==> src/rtl/snake_pkg.sv <==
// Shared board geometry, FSM state encoding and segment extraction helper
// for the two-player snake game.
package snake_pkg;

    localparam int MAX_LEN = 15;
    localparam int NUM_LEN = 10;
    localparam int WIDTH   = 32;
    localparam int HEIGHT  = 24;
    localparam int CELLS   = WIDTH * HEIGHT;
    localparam int LEN_W   = 4;

    typedef enum logic [1:0] {
        IDLE,
        DRAW,
        SCAN,
        CHECK
    } state_t;

    function automatic logic [NUM_LEN-1:0] seg_at(
        input logic [MAX_LEN*NUM_LEN-1:0] bus,
        input logic [LEN_W-1:0]           idx
    );
        return bus[idx*NUM_LEN +: NUM_LEN];
    endfunction

endpackage

==> src/rtl/rr_arbiter2.sv <==
// Two-requester round-robin arbiter; the last-served pointer lives in the parent.
module rr_arbiter2 (
    input  logic [1:0] req,
    input  logic       last_gid,
    input  logic       en,
    output logic       gid,
    output logic       gnt_valid
);

    always_comb begin
        gnt_valid = en & (|req);
        // On contention the player not served last wins.
        gid       = (&req) ? ~last_gid : req[1];
    end

endmodule

==> src/rtl/food_spawn_ctrl.sv <==
// Food placement sequencer: arbitrates eaten-food requests, draws candidates
// from the LFSR, scans both snakes and publishes a collision-free position.
module food_spawn_ctrl
    import snake_pkg::*;
#(
    parameter int MAX_TRIES  = 8,
    parameter int INIT_FOOD1 = 100,
    parameter int INIT_FOOD2 = 600
) (
    input  logic                       clk,
    input  logic                       rst_n,
    input  logic [1:0]                 req,
    input  logic [NUM_LEN-1:0]         rand_in,
    input  logic [MAX_LEN*NUM_LEN-1:0] snake1,
    input  logic [MAX_LEN*NUM_LEN-1:0] snake2,
    input  logic [LEN_W-1:0]           len1,
    input  logic [LEN_W-1:0]           len2,
    output logic [NUM_LEN-1:0]         food1,
    output logic [NUM_LEN-1:0]         food2,
    output logic [1:0]                 done,
    output logic                       busy
);

    localparam int                 TRY_W     = $clog2(MAX_TRIES + 1);
    localparam logic [TRY_W-1:0]   TRY_SAT   = TRY_W'(MAX_TRIES);
    localparam logic [NUM_LEN:0]   CELLS_X   = (NUM_LEN+1)'(CELLS);
    localparam logic [LEN_W-1:0]   SEG_LAST  = LEN_W'(MAX_LEN - 1);
    localparam logic [NUM_LEN-1:0] FOOD1_RST = NUM_LEN'(INIT_FOOD1);
    localparam logic [NUM_LEN-1:0] FOOD2_RST = NUM_LEN'(INIT_FOOD2);

    state_t             state;
    logic               gid_reg;
    logic               last_gid;
    logic [NUM_LEN-1:0] cand;
    logic [LEN_W-1:0]   seg;
    logic               hit;
    logic [TRY_W-1:0]   tries;

    logic               arb_gid;
    logic               arb_valid;
    logic [NUM_LEN:0]   cand_inc;
    logic [NUM_LEN-1:0] cand_wrap;
    logic               seg_hit;
    logic               bad;

    rr_arbiter2 u_arb (
        .req       (req),
        .last_gid  (last_gid),
        .en        (state == IDLE),
        .gid       (arb_gid),
        .gnt_valid (arb_valid)
    );

    // Linear probe wraps at the last board cell, and also at index overflow
    // so a probe starting off-board still returns to cell 0.
    assign cand_inc  = {1'b0, cand} + (NUM_LEN+1)'(1);
    assign cand_wrap = ((cand_inc == CELLS_X) || cand_inc[NUM_LEN]) ? '0
                                                                     : cand_inc[NUM_LEN-1:0];

    assign seg_hit = ((seg < len1) && (cand == seg_at(snake1, seg))) ||
                     ((seg < len2) && (cand == seg_at(snake2, seg)));

    assign bad = hit || ({1'b0, cand} >= CELLS_X) || (cand == food1) || (cand == food2);

    always_ff @(posedge clk or negedge rst_n) begin
        if (!rst_n) begin
            state    <= IDLE;
            gid_reg  <= 1'b0;
            last_gid <= 1'b0;
            cand     <= '0;
            seg      <= '0;
            hit      <= 1'b0;
            tries    <= '0;
            food1    <= FOOD1_RST;
            food2    <= FOOD2_RST;
            done     <= 2'b00;
            busy     <= 1'b0;
        end else begin
            done <= 2'b00;
            case (state)
                IDLE: begin
                    if (arb_valid) begin
                        gid_reg <= arb_gid;
                        busy    <= 1'b1;
                        state   <= DRAW;
                    end
                end
                DRAW: begin
                    cand  <= (tries < TRY_SAT) ? rand_in : cand_wrap;
                    seg   <= '0;
                    hit   <= 1'b0;
                    state <= SCAN;
                end
                SCAN: begin
                    hit <= hit | seg_hit;
                    seg <= seg + LEN_W'(1);
                    if (seg == SEG_LAST) begin
                        state <= CHECK;
                    end
                end
                CHECK: begin
                    if (bad) begin
                        if (tries < TRY_SAT) begin
                            tries <= tries + TRY_W'(1);
                        end
                        state <= DRAW;
                    end else begin
                        if (gid_reg) begin
                            food2 <= cand;
                        end else begin
                            food1 <= cand;
                        end
                        done     <= gid_reg ? 2'b10 : 2'b01;
                        tries    <= '0;
                        last_gid <= gid_reg;
                        busy     <= 1'b0;
                        state    <= IDLE;
                    end
                end
                default: begin
                    state <= IDLE;
                    busy  <= 1'b0;
                end
            endcase
        end
    end

endmodule

==> config.mk <==
export PLATFORM = sky130hd
export DESIGN_NAME = food_spawn_ctrl
export DESIGN_NICKNAME = d
export VERILOG_FILES = /design/src/rtl/snake_pkg.sv /design/src/rtl/rr_arbiter2.sv /design/src/rtl/food_spawn_ctrl.sv
export SDC_FILE = /design/constraint.sdc
export NUM_CORES = 1
export LEC_CHECK = 0
export ABC_AREA = 1
export BUFFER_PORTS_ARGS = -buffer_cell sky130_fd_sc_hd__buf_4
export CAP_MARGIN = 20
export CORE_AREA = 2 2 134 136
export DETAILED_ROUTE_END_ITERATION = 10
export DIE_AREA = 0 0 136 138
export PLACE_DENSITY = 0.77
export SLEW_MARGIN = 20
export SYNTH_ARGS = -nofsm -noshare
export SYNTH_HDL_FRONTEND = slang
export SYNTH_HIERARCHICAL = 1
export SYNTH_SLANG_ARGS = --single-unit
==> constraint.sdc <==
create_clock -name clk -period 1.7 [get_ports clk]
set_input_delay 0.51 -clock clk [delete_from_list [all_inputs] [get_ports clk]]
set_output_delay 0.51 -clock clk [all_outputs]
set_load 0.005 [all_outputs]
== Yosys cells after proc, flatten, opt, wreduce, memory -nomap -nowiden ==
Index checks and enable logic that the tools add are counted.

* Register bits after elaboration: 46
* Output and inout bits: 23
* Input port bits: 322

* Magnitude comparators: 4
* Add/sub/neg operators: 3
* Shift-type cells: 2
* Reduce and logical (&&, ||, !) cells: 19
* Equality and inequality tests: 13
* Bitwise gates (word level): 5
* Multiplexer cells: 17
* Multiply operators: 1

{| class="wikitable"
|+ Operator list
! kind !! number
|-
| $shiftx A150 B9 Y10 || 2
|-
| $eq A10 B10 Y1 || 4
|-
| $mux W10 || 2
|-
| $add A10 B1 Y11 const B || 1
|-
| $eq A11 B10 Y1 const B || 1
|-
| $ge A10 B10 Y1 const B || 1
|-
| $mux W2 || 5
|-
| $reduce_and A2 Y1 || 5
|-
| $reduce_and A3 Y1 || 3
|-
| $add A4 B1 Y4 const B || 2
|-
| $lt A4 B4 Y1 || 2
|-
| $mux W4 || 2
|-
| $pmux W2 S4 || 1
|-
| $pmux W4 S2 || 1
|-
| $mul A4 B3 Y7 const B || 1
|-
| $ne A2 B2 Y1 const B || 3
|-
| $logic_or A1 B1 Y1 || 5
|-
| $eq A2 B2 Y1 const B || 2
|-
| $eq A4 B4 Y1 const B || 1
|-
| $lt A4 B4 Y1 const B || 1
|-
| $mux W1 || 4
|-
| $pmux W1 S2 || 2
|-
| $reduce_bool A2 Y1 || 2
|-
| $not A1 Y1 || 3
|-
| other kinds (7) || 8
|}

== Logic depth before layout (Yosys ltp) ==
Gate-level depths: netlist of the first run.

* Depth in word-level cells: 7
* Gate-level depth with buffers: 18
* Gate-level depth less buffers: 16

== Hierarchy ==
The synthesis of the first run kept the hierarchy.

{| class="wikitable"
|+ By module, submodules not included
! module !! instances !! area each (sq um) !! cells an instance !! seq. area each (sq um)
|-
| food_spawn_ctrl || 1 || 6357.3 || 1184 || 1159.9
|-
| rr_arbiter2 || 1 || 23.8 || 5 || 0.0
|}

== Worst setup path after synthesis of the first run ==
Ideal clock, no wire load.

* Path kind: register to register
* From: reg seg[1]
* To: reg hit
* Cell stages (with the launch flop): 13
* Arrival time: 1.656 ns
* Setup time: 0.077 ns
* Path slack: -0.034 ns
* Period minus slack after synthesis: 1.734 ns
* Path through: dfrtp_1 -> inv_2 -> clkbuf_1 -> o21ai_0 -> o211ai_1 -> nand3_1 -> nand3_1 -> nand2_1 -> nor2_1 -> nand3_1 -> nand2_1 -> nand2_1 -> a21oi_1

* Cells in the longest elaborated chain, start to end: 7
* Elaborated cells on any way between the ends: 12

{| class="wikitable"
|+ RTL lines
! element !! line !! RTL
|-
| start: declaration || food_spawn_ctrl.sv:35 || <nowiki>logic [LEN_W-1:0] seg;</nowiki>
|-
| start signal: assignment || food_spawn_ctrl.sv:96 || <nowiki>seg <= seg + LEN_W'(1);</nowiki>
|-
| $mul A4 B3 Y7 || snake_pkg.sv:23 || <nowiki>return bus[idx*NUM_LEN +: NUM_LEN];</nowiki>
|-
| $shiftx A150 B9 Y10 || snake_pkg.sv:23 ||
|-
| $eq A10 B10 Y1, on equally long branches || food_spawn_ctrl.sv:60, food_spawn_ctrl.sv:61 ||
|-
| $logic_and A1 B1 Y1, on equally long branches || food_spawn_ctrl.sv:60, food_spawn_ctrl.sv:61 ||
|-
| $logic_or A1 B1 Y1 * || food_spawn_ctrl.sv:60 || <nowiki>assign seg_hit = ((seg < len1) && (cand == seg_at(snake1, seg))) ||</nowiki>
|-
| $or A1 B1 Y1 * || food_spawn_ctrl.sv:95 || <nowiki>hit <= hit | seg_hit;</nowiki>
|-
| $pmux W1 S2 * || food_spawn_ctrl.sv:80 || <nowiki>case (state)</nowiki>
|-
| end signal: assignment || food_spawn_ctrl.sv:95 ||
|-
| end: declaration || food_spawn_ctrl.sv:36 || <nowiki>logic hit;</nowiki>
|}

Mark *: on every way between the ends. The rest lies on a longest branch, timed or not.
A chain may end at the register's enable or synchronous reset.

== Final worst setup path of the first run ==
* From: reg seg[0]
* To: reg hit

The elaborated chain is that of the path after synthesis.

==> results of run 1 <==
-- through the flow --
step / util / worst slack (ns) / instance area (sq um)
CTS: 0.603 / -0.382 / 10600
floorplan: - / -0.0235 / 6380
global placement: 0.560 / -0.433 / 9820
finish: 0.628 / -0.479 / 11000
detailed placement: 0.560 / -0.466 / 9820
global route: 0.628 / -0.576 / 11000
-- layer usage --
metal,share of wire,up-vias,routed length (microns),track usage
met2,0.49,524,15800,0.555
met1,0.38,4421,12300,0.391
met5,0,-,0,0
li1,-,4581,-,-
met4,0.055,0,1790,0.146
met3,0.081,131,2630,0.0557
-- what timing repair did --
item	CTS	global route
cloned	8	2
pin swaps	14	32
buffers inserted	22	14
resized for setup	65	88
endpoints found under the setup margin	35	39
-- final cells by class --
type | instances | area [sq um] | area share
inverter | 145 | 562 | 0.0510
sequential | 46 | 1170 | 0.106
tap | 229 | 287 | 0.0260
multi-input combinational | 920 | 4610 | 0.418
timing repair inverter | 1 | 6.26 | 0.000568
clock buffer | 6 | 139 | 0.0126
timing repair buffer | 498 | 4190 | 0.380
clock inverter | 2 | 60.1 | 0.00545
-- cells in the final DEF (no fill, tap or decap), drive strengths merged --
cell type / count
nand4: 6
nand2: 428
a22oi: 10
nand3: 201
ha: 14
dfrtp: 39
nor4: 2
a21oi: 24
nor3: 8
a21boi: 2
xor2: 20
o21a: 11
dfstp: 7
o22ai: 3
bufinv: 2
inv: 146
buf: 496
nor2: 125
o211ai: 5
o21ai: 56
clkbuf: 8
or2: 5
-- kinds of logic (layout without fill, tap and decap cells) --
family / count (synthesis) / in the layout
AND/OR/NAND/NOR: 773 / 775
adder cells (fa/ha/maj): 14 / 14
flip-flops: 46 / 46
XOR/XNOR: 20 / 20
AO/OA/AOI/OAI: 111 / 111
buffers and inverters: 225 / 652
-- where the power goes --
group	switching (uW)	internal [uW]	leakage (uW)
Combinational	7250	6170	0.00542
Clock	437	883	0.0000971
Sequential	621	1660	0.000535
-- how the worst max path moves through the flow --
stage / end / depth (start not counted)
CTS: hit / 14
global route: hit / 18
detailed placement: hit / 13
global placement: hit / 13
finish: hit / 14
floorplan: hit / 16
-- critical path: stages (launching register included) --
cell	delay, ns
dfrtp_4	0.50
buf_12	0.16
buf_6	0.13
buf_12	0.15
o211ai_1	0.30
nand3_1	0.12
nand3_1	0.09
nand3_1	0.08
nand2_1	0.08
nand2_1	0.05
nor2_1	0.09
nand3_1	0.08
nand2_1	0.08
nand2_1	0.06
a21oi_2	0.11
==> results.txt, run 1 <==
Synth-to-Final Area Change = 72.7%
Reg2Reg Depth = 14
final setup fails = 37
Initial Util = 0.364
die area = 18,800 sq um
clock-pin slew on the worst setup and hold paths = 0.07 ns
Peak supply drop = 876 uV
Reg2Reg Launch Point = seg[0]
multiplexer area fraction after synthesis = 0
final RePlAce weighted congestion = 0.970
Syn Area/Cell = 5.37 sq um
status = finished, violations left
syn_nets = 1,525
fmax = 0.459 GHz
layout cell share with drive strength beyond 1 = 0.379
Pleak = 0.00605 uW
Critical Path End Type = register
DRC = 0
largest net degree at the start of global routing = 46
TritonCTS Buffers = 5
Slew Viols, Final = 0
final hold vios = 0
initial antenna violation count = 0
Cell variety after synth = 33
ranking of synthesized cells by area = nand2_1 25%, nand3_1 16%, dfrtp_1 15%, inv_1 8.2%, nor2_1 7.2%
CTS root buf = clkbuf_16
H-Tree Depth = 2
Post-DRT Antenna Nets = 0
Max-Cap Viols = 0
top-count cell post-synth = nand2_1
Vias/cell = 5.23
ys async rst share = 1.00
Ports = 345
Yosys warning total = 6
worst hold path type = in -> async
Starting DRT DRC Count = 765
Synth Area in XOR/XNOR = 0.0275
Finished Layout Cells = 1,847
largest registers = cand: 10 flops, food1: 10 flops, food2: 10 flops
Pwr per Cell Area = 1540 nW/um^2
Reg2Reg Setup Slack = -0.48 ns
Filler cells = 1,575
total power draw = 17,000 uW
WL/cell = 17.6 microns
first-pass GRT wire length = 48,000 microns
Synth top area share = 0.252
gr usage total = 0.323
dpl cells = 1,796
EDFF count, synth = 0
R2R Path End = hit
sequential element share of the synthesized area = 0.182
cells after synthesis = 1,189
Setup crit start = seg[0]
row cnt = 49
DR vias = 9,657
PortBufs = 344
final wirelength = 32,600 microns
Die X = 136 microns
worst skew pair latency = 0.29 ns
compound-cell area share of the yosys netlist = 0.0992
violated checks = setup timing
# diodes = 0
clk_skew = 0.00471 ns
WP data arrival = 2.40 ns
adder-cell share of the synthesized area = 0.0275
layout net count = 1,953
Min Clock Period, post-route = 2.18 ns
Slew headroom = 0.643
clk buf depth = 2
CP required = 1.92 ns
Fin Setup TNS = -11.44 ns
CP startpoint kind = register
total global routing overflow = 0
area leader, netlist = nand2_1
PnR worst setup slack = -0.479 ns
ys flop type = dfrtp_1
Initial DRT Pass Iterations = 7
Tightest Pin Transition = 0.536 ns
Die Ht = 138 microns
CTS tree = yes
CP max FO = 23
Crit Path Class = reg -> reg
synth cell count leaders = 428 x nand2_1, 201 x nand3_1, 139 x inv_1
main combinational cell family by area after synthesis = simple AND/OR/NAND/NOR gates
post-synthesis simple-gate area fraction = 0.503
Final HPWL DP = 24,000 microns
Hold Buf Count CTS = 0
RSZ-0062 raised after global routing = true
post-synthesis register bit count = 46
core footprint = 17,500 sq um
WHS = 0.107 ns
Synth Cell Area = 6380 sq um
vias in the first global route = 9,180
Final Cycle Share = 1.28
Clock Sinks = 46
No activity file was read; power rests on OpenSTA's default activity.
==> run 2, diff against run 1 <==
- clock period: 1.7 -> 2 ns (I/O delays scaled with it)
==> run 2 against run 1 <==
The run still ends with setup timing left; die area is the same; clock-buffer cell count shrank 1; utilization shrank 3.4 points; non-clock buffer count shrank 72; critical endpoint unchanged.
==> results.txt, run 2 (synthesized netlist as in run 1, its figures left out) <==
PnR worst setup slack = -0.222 ns
TritonCTS Buffers = 5
Initial Util = 0.364
Finished Layout Cells = 1,774
CTS root buf = clkbuf_16
Final Cycle Share = 1.11
first-pass GRT wire length = 45,600 microns
clk_skew = 0.00926 ns
die area = 18,800 sq um
Ports = 345
Post-DP Area = 9500 sq um
Synth-to-Final Area Change = 63.4%
commonest non-fill, non-tap cell in the layout = nand2_1
met2 wire length = 15,100 microns
Post-DRT Antenna Nets = 0
Pwr per Cell Area = 1280 nW/um^2
CP max FO = 8
Reg2Reg Setup Slack = -0.22 ns
total global routing overflow = 0
DRC = 0
Clock Sinks = 46
status = finished, violations left
internal power = 6670 uW
Filler cells = 1,703
Max-Cap Viols = 0
Sw Pwr = 6690 uW
core footprint = 17,500 sq um
vias in the first global route = 8,687
PortBufs = 344
routed wl met3 = 2360 microns
Pleak = 0.00572 uW
Slew Viols, Final = 0
CTS tree = yes
highest-count cells in the layout ignoring fill and taps = 415 x nand2_1, 391 x buf_4, 160 x nand3_1
Critical Path End Type = register
Min Clock Period, post-route = 2.22 ns
CP required = 2.22 ns
Starting DRT DRC Count = 594
Met1 Wirelength = 11,800 microns
H-Tree Depth = 2
WHS = 0.316 ns
final core utilization = 0.595
CP startpoint kind = register
layout net count = 1,879
final hold vios = 0
final RePlAce weighted congestion = 0.958
DR vias = 9,134
WL/cell = 17.3 microns
clk buf depth = 2
Initial DRT Pass Iterations = 6
clock network fraction of design power = 0.073
sequential power share = 0.143
violated checks = setup timing
worst hold path type = in -> async
largest registers = cand: 10 flops, food1: 10 flops, food2: 10 flops
final wirelength = 30,700 microns
dpl cells = 1,745
gr usage total = 0.308
Slew headroom = 0.594
WP data arrival = 2.44 ns
sw frac = 0.501
Die X = 136 microns
Hold Buf Count CTS = 0
Crit Path Class = reg -> reg
post-route design area = 10,400 sq um
layout cell share with drive strength beyond 1 = 0.348
clock-pin slew on the worst setup and hold paths = 0.07 ns
Tightest Pin Transition = 0.609 ns
fmax = 0.450 GHz
Vias/cell = 5.15
RSZ-0062 raised after global routing = true
Placement Setup Slack = -0.204 ns
largest net degree at the start of global routing = 47
row cnt = 49
initial antenna violation count = 1
Die Ht = 138 microns
Max Used Layer = met4
worst skew pair latency = 0.29 ns
Peak supply drop = 567 uV
Logic pwr share = 0.784
final setup fails = 1
Final HPWL DP = 23,100 microns
run 2: cell types whose count changed in the layout (fill, tap and decap cells not counted), moves of 4 or more:
cell | before | now
buf_4 | 456 | 391
o21ai_1 | 28 | 23
nor2_1 | 113 | 103
nand3_1 | 172 | 160
o21ai_0 | 20 | 32
nor2_2 | 5 | 13
inv_1 | 135 | 139
buf_6 | 11 | 2
a22oi_1 | 4 | 10
nand3_2 | 27 | 41
o21ai_2 | 8 | 1
a22oi_2 | 6 | 0
run 2: critical path: stages (launching register included):
cell       delay, ns
dfrtp_4         0.51
buf_12          0.16
buf_12          0.15
clkbuf_16       0.16
nand2_1         0.07
nand2_1         0.09
nand2_1         0.07
nand3_1         0.08
nand3_2         0.13
nand3_2         0.09
nand2_2         0.08
nand2_2         0.06
nor2_2          0.12
nand3_1         0.08
nand2_1         0.09
nand2_1         0.07
a21oi_2         0.14
run 2: final timing paths:
path	startpoint	to	cells after the start
worst max-delay path	seg[0]	hit	16
worst min-delay path	rst_n	food2[2]	1
worst max register to register	seg[0]	hit	16
worst min register to register	tries[0]	tries[0]	1
max in group asynchronous	rst_n	seg[1]	1
min in group clk	tries[0]	tries[0]	1
run 2: power by group through the flow:
stage	sequential, uW	combinational, uW	clock, uW
2_1_floorplan	1660	5700	0
6_report	1910	10500	968
5_1_grt	1960	11500	1010
3_3_place_gp	1920	8640	0
3_5_place_dp	1930	8770	0
4_1_cts	1900	9670	976
run 2: repair_timing:
item / in CTS / in global routing
setup endpoints to repair: 8 / 15
gates cloned: 7 / 4
resized for setup: 37 / 80
pin swaps: 6 / 57
hold endpoints to repair: 0 / 0
buffers inserted: 5 / 5
run 2: final cells by class:
type                    instances  area [sq um]  area share
multi-input cells             918          4550       0.436
repair buffers                426          3680       0.353
flip-flops and latches         46          1170       0.112
inverters                     145           557      0.0534
well taps                     229           287      0.0275
clock buffers                   5           125      0.0120
clock inverters                 3          45.0     0.00432
repair inverters                1          11.3     0.00108
diodes                          1          2.50    0.000240
run 2: metal layers:
metal / GRT usage / vias to the layer above
met5: 0 / -
met4: 0.126 / 0
met1: 0.376 / 4182
li1: - / 4448
met3: 0.0466 / 85
met2: 0.537 / 419
run 2: stage by stage:
stage                     total power [uW]  TNS (ns)
after detailed placement             10700    -0.506
after CTS                            12500    -0.161
after floorplan                       7360         0
after global routing                 14500     -1.01
final                                13400    -0.222
after global placement               10600    -0.162
==> run 3, diff against run 2 <==
- SKIP_LAST_GASP: default -> 1
- TNS_END_PERCENT: default -> 1
==> run 3 against run 2 <==
The flow still finishes with violations (setup timing); critical path depth stayed put; highest routed layer unchanged; combinational power about the same; largest cell class unchanged; register-to-register slack better by 0.02 ns; wire length down 0.65%.
==> results.txt, run 3 (synthesized netlist as in run 1, its figures left out) <==
final wirelength = 30,500 microns
die area = 18,800 sq um
Vias/cell = 5.12
Tightest Pin Transition = 0.612 ns
worst hold path type = in -> async
Reg2Reg Setup Slack = -0.21 ns
post-route design area = 10,400 sq um
slowest CP cell = dfrtp_4
Slew headroom = 0.592
Pleak = 0.00570 uW
Initial DRT Pass Iterations = 5
PortBufs = 344
Finished Layout Cells = 1,771
total power draw = 13,200 uW
Critical Path End Type = register
Filler cells = 1,720
dpl cells = 1,745
WL/cell = 17.2 microns
Setup crit end = hit
Starting DRT DRC Count = 636
Clock Sinks = 46
TritonCTS Buffers = 5
Pwr per Cell Area = 1270 nW/um^2
WP data arrival = 2.42 ns
CTS root buf = clkbuf_16
Placement Setup Slack = -0.204 ns
PnR worst setup slack = -0.207 ns
largest net degree at the start of global routing = 47
Final Cycle Share = 1.10
largest registers = cand: 10 flops, food1: 10 flops, food2: 10 flops
row cnt = 49
core footprint = 17,500 sq um
vias in the first global route = 8,686
total global routing overflow = 0
Post-DRT Antenna Nets = 0
Slew Viols, Final = 0
worst path cell trace = buf_12 > clkbuf_16 > buf_4 > nor2_2 > nor2_1 > o21ai_1 > nand3_1 > nand3_2 > nand3_2 > nand2_2 > nand2_2 > nor2_1 > nand3_1 > nand2_1 > nand2_1 > a21oi_2
CTS tree = yes
CP max FO = 4
Ports = 345
R2R Path End = hit
Die Ht = 138 microns
DR vias = 9,073
final setup fails = 8
Hold Buf Count CTS = 0
Max-Cap Viols = 0
Initial Util = 0.364
Worst path top cell family by delay = simple AND/OR/NAND/NOR gates
gr usage total = 0.308
final RePlAce weighted congestion = 0.958
highest-count cells in the layout ignoring fill and taps = 415 x nand2_1, 388 x buf_4, 161 x nand3_1
Fin Setup TNS = -0.478 ns
worst skew pair latency = 0.29 ns
layout net count = 1,876
H-Tree Depth = 2
layout cell share with drive strength beyond 1 = 0.342
Crit Path Class = reg -> reg
CP required = 2.22 ns
critical path depth in cells = 16
Reg2Reg Depth = 16
commonest non-fill, non-tap cell in the layout = nand2_1
clk buf depth = 2
final hold vios = 0
Synth-to-Final Area Change = 62.5%
Post-DP Area = 9500 sq um
WP buf/inv = 3
Die X = 136 microns
fmax = 0.453 GHz
Peak supply drop = 557 uV
DRC = 0
RSZ-0062 raised after global routing = true
clock-pin slew on the worst setup and hold paths = 0.07 ns
Setup crit start = seg[0]
initial antenna violation count = 1
CP max stage delay = 0.51 ns
status = finished, violations left
clk_skew = 0.00923 ns
CP startpoint kind = register
Min Clock Period, post-route = 2.21 ns
Reg2Reg Launch Point = seg[0]
violated checks = setup timing
Final HPWL DP = 23,100 microns
first-pass GRT wire length = 45,600 microns
## run 3: worst reg2reg max path, delay by kind of cell, from the launching register on
| family | cells | cell delay [ns] |
|---|---|---|
| AND/OR/NAND/NOR | 11 | 0.96 |
| AO/OA/AOI/OAI | 2 | 0.22 |
| buffers and inverters | 3 | 0.46 |
| flip-flops | 1 | 0.51 |
## run 3: worst min path at each step
stage                     cells past startpoint        to  slack, ns  startpoint
after floorplan                               0      busy       0.30       rst_n
after global placement                        1  tries[0]       0.48    tries[0]
after detailed placement                      2      busy       0.49        busy
after CTS                                     1  food2[2]       0.35       rst_n
after global routing                          1  food1[8]       0.37       rst_n
final                                         1  food2[2]       0.32       rst_n
## run 3: routing by layer
layer	share of wire	track usage	routed length (microns)
met2	0.49	0.537	15000
met1	0.38	0.376	11700
met5	0	0	0
met3	0.081	0.0466	2460
met4	0.043	0.126	1310
## run 3: area by class of cell
type	instances	area [sq um]	area share
repair buffers	423	3660	0.353
multi-input cells	918	4510	0.435
diodes	1	2.50	0.000241
inverters	145	557	0.0537
well taps	229	287	0.0276
repair inverters	1	11.3	0.00109
clock inverters	3	45.0	0.00434
clock buffers	5	125	0.0121
flip-flops and latches	46	1170	0.113
## run 3: timing repair
action / in CTS / in global routing
pin swaps: 6 / 51
resized for setup: 35 / 72
hold endpoints to repair: 0 / 0
setup buffers: 5 / 2
gates cloned: 7 / 4
setup endpoints to repair: 8 / 22
## run 3: power by group
group	leakage (uW)	internal (uW)	switching (uW)
combinational	0.00509	4600	5710
sequential	0.000536	1410	516
clock	0.0000760	590	372
total	0.00570	6600	6600
## run 3: stage by stage
step                      hold WS, ns  utilization
after floorplan                 0.304            -
after global placement          0.483        0.542
after detailed placement        0.492        0.542
after CTS                       0.345        0.573
after global routing            0.368        0.592
final                           0.322        0.592
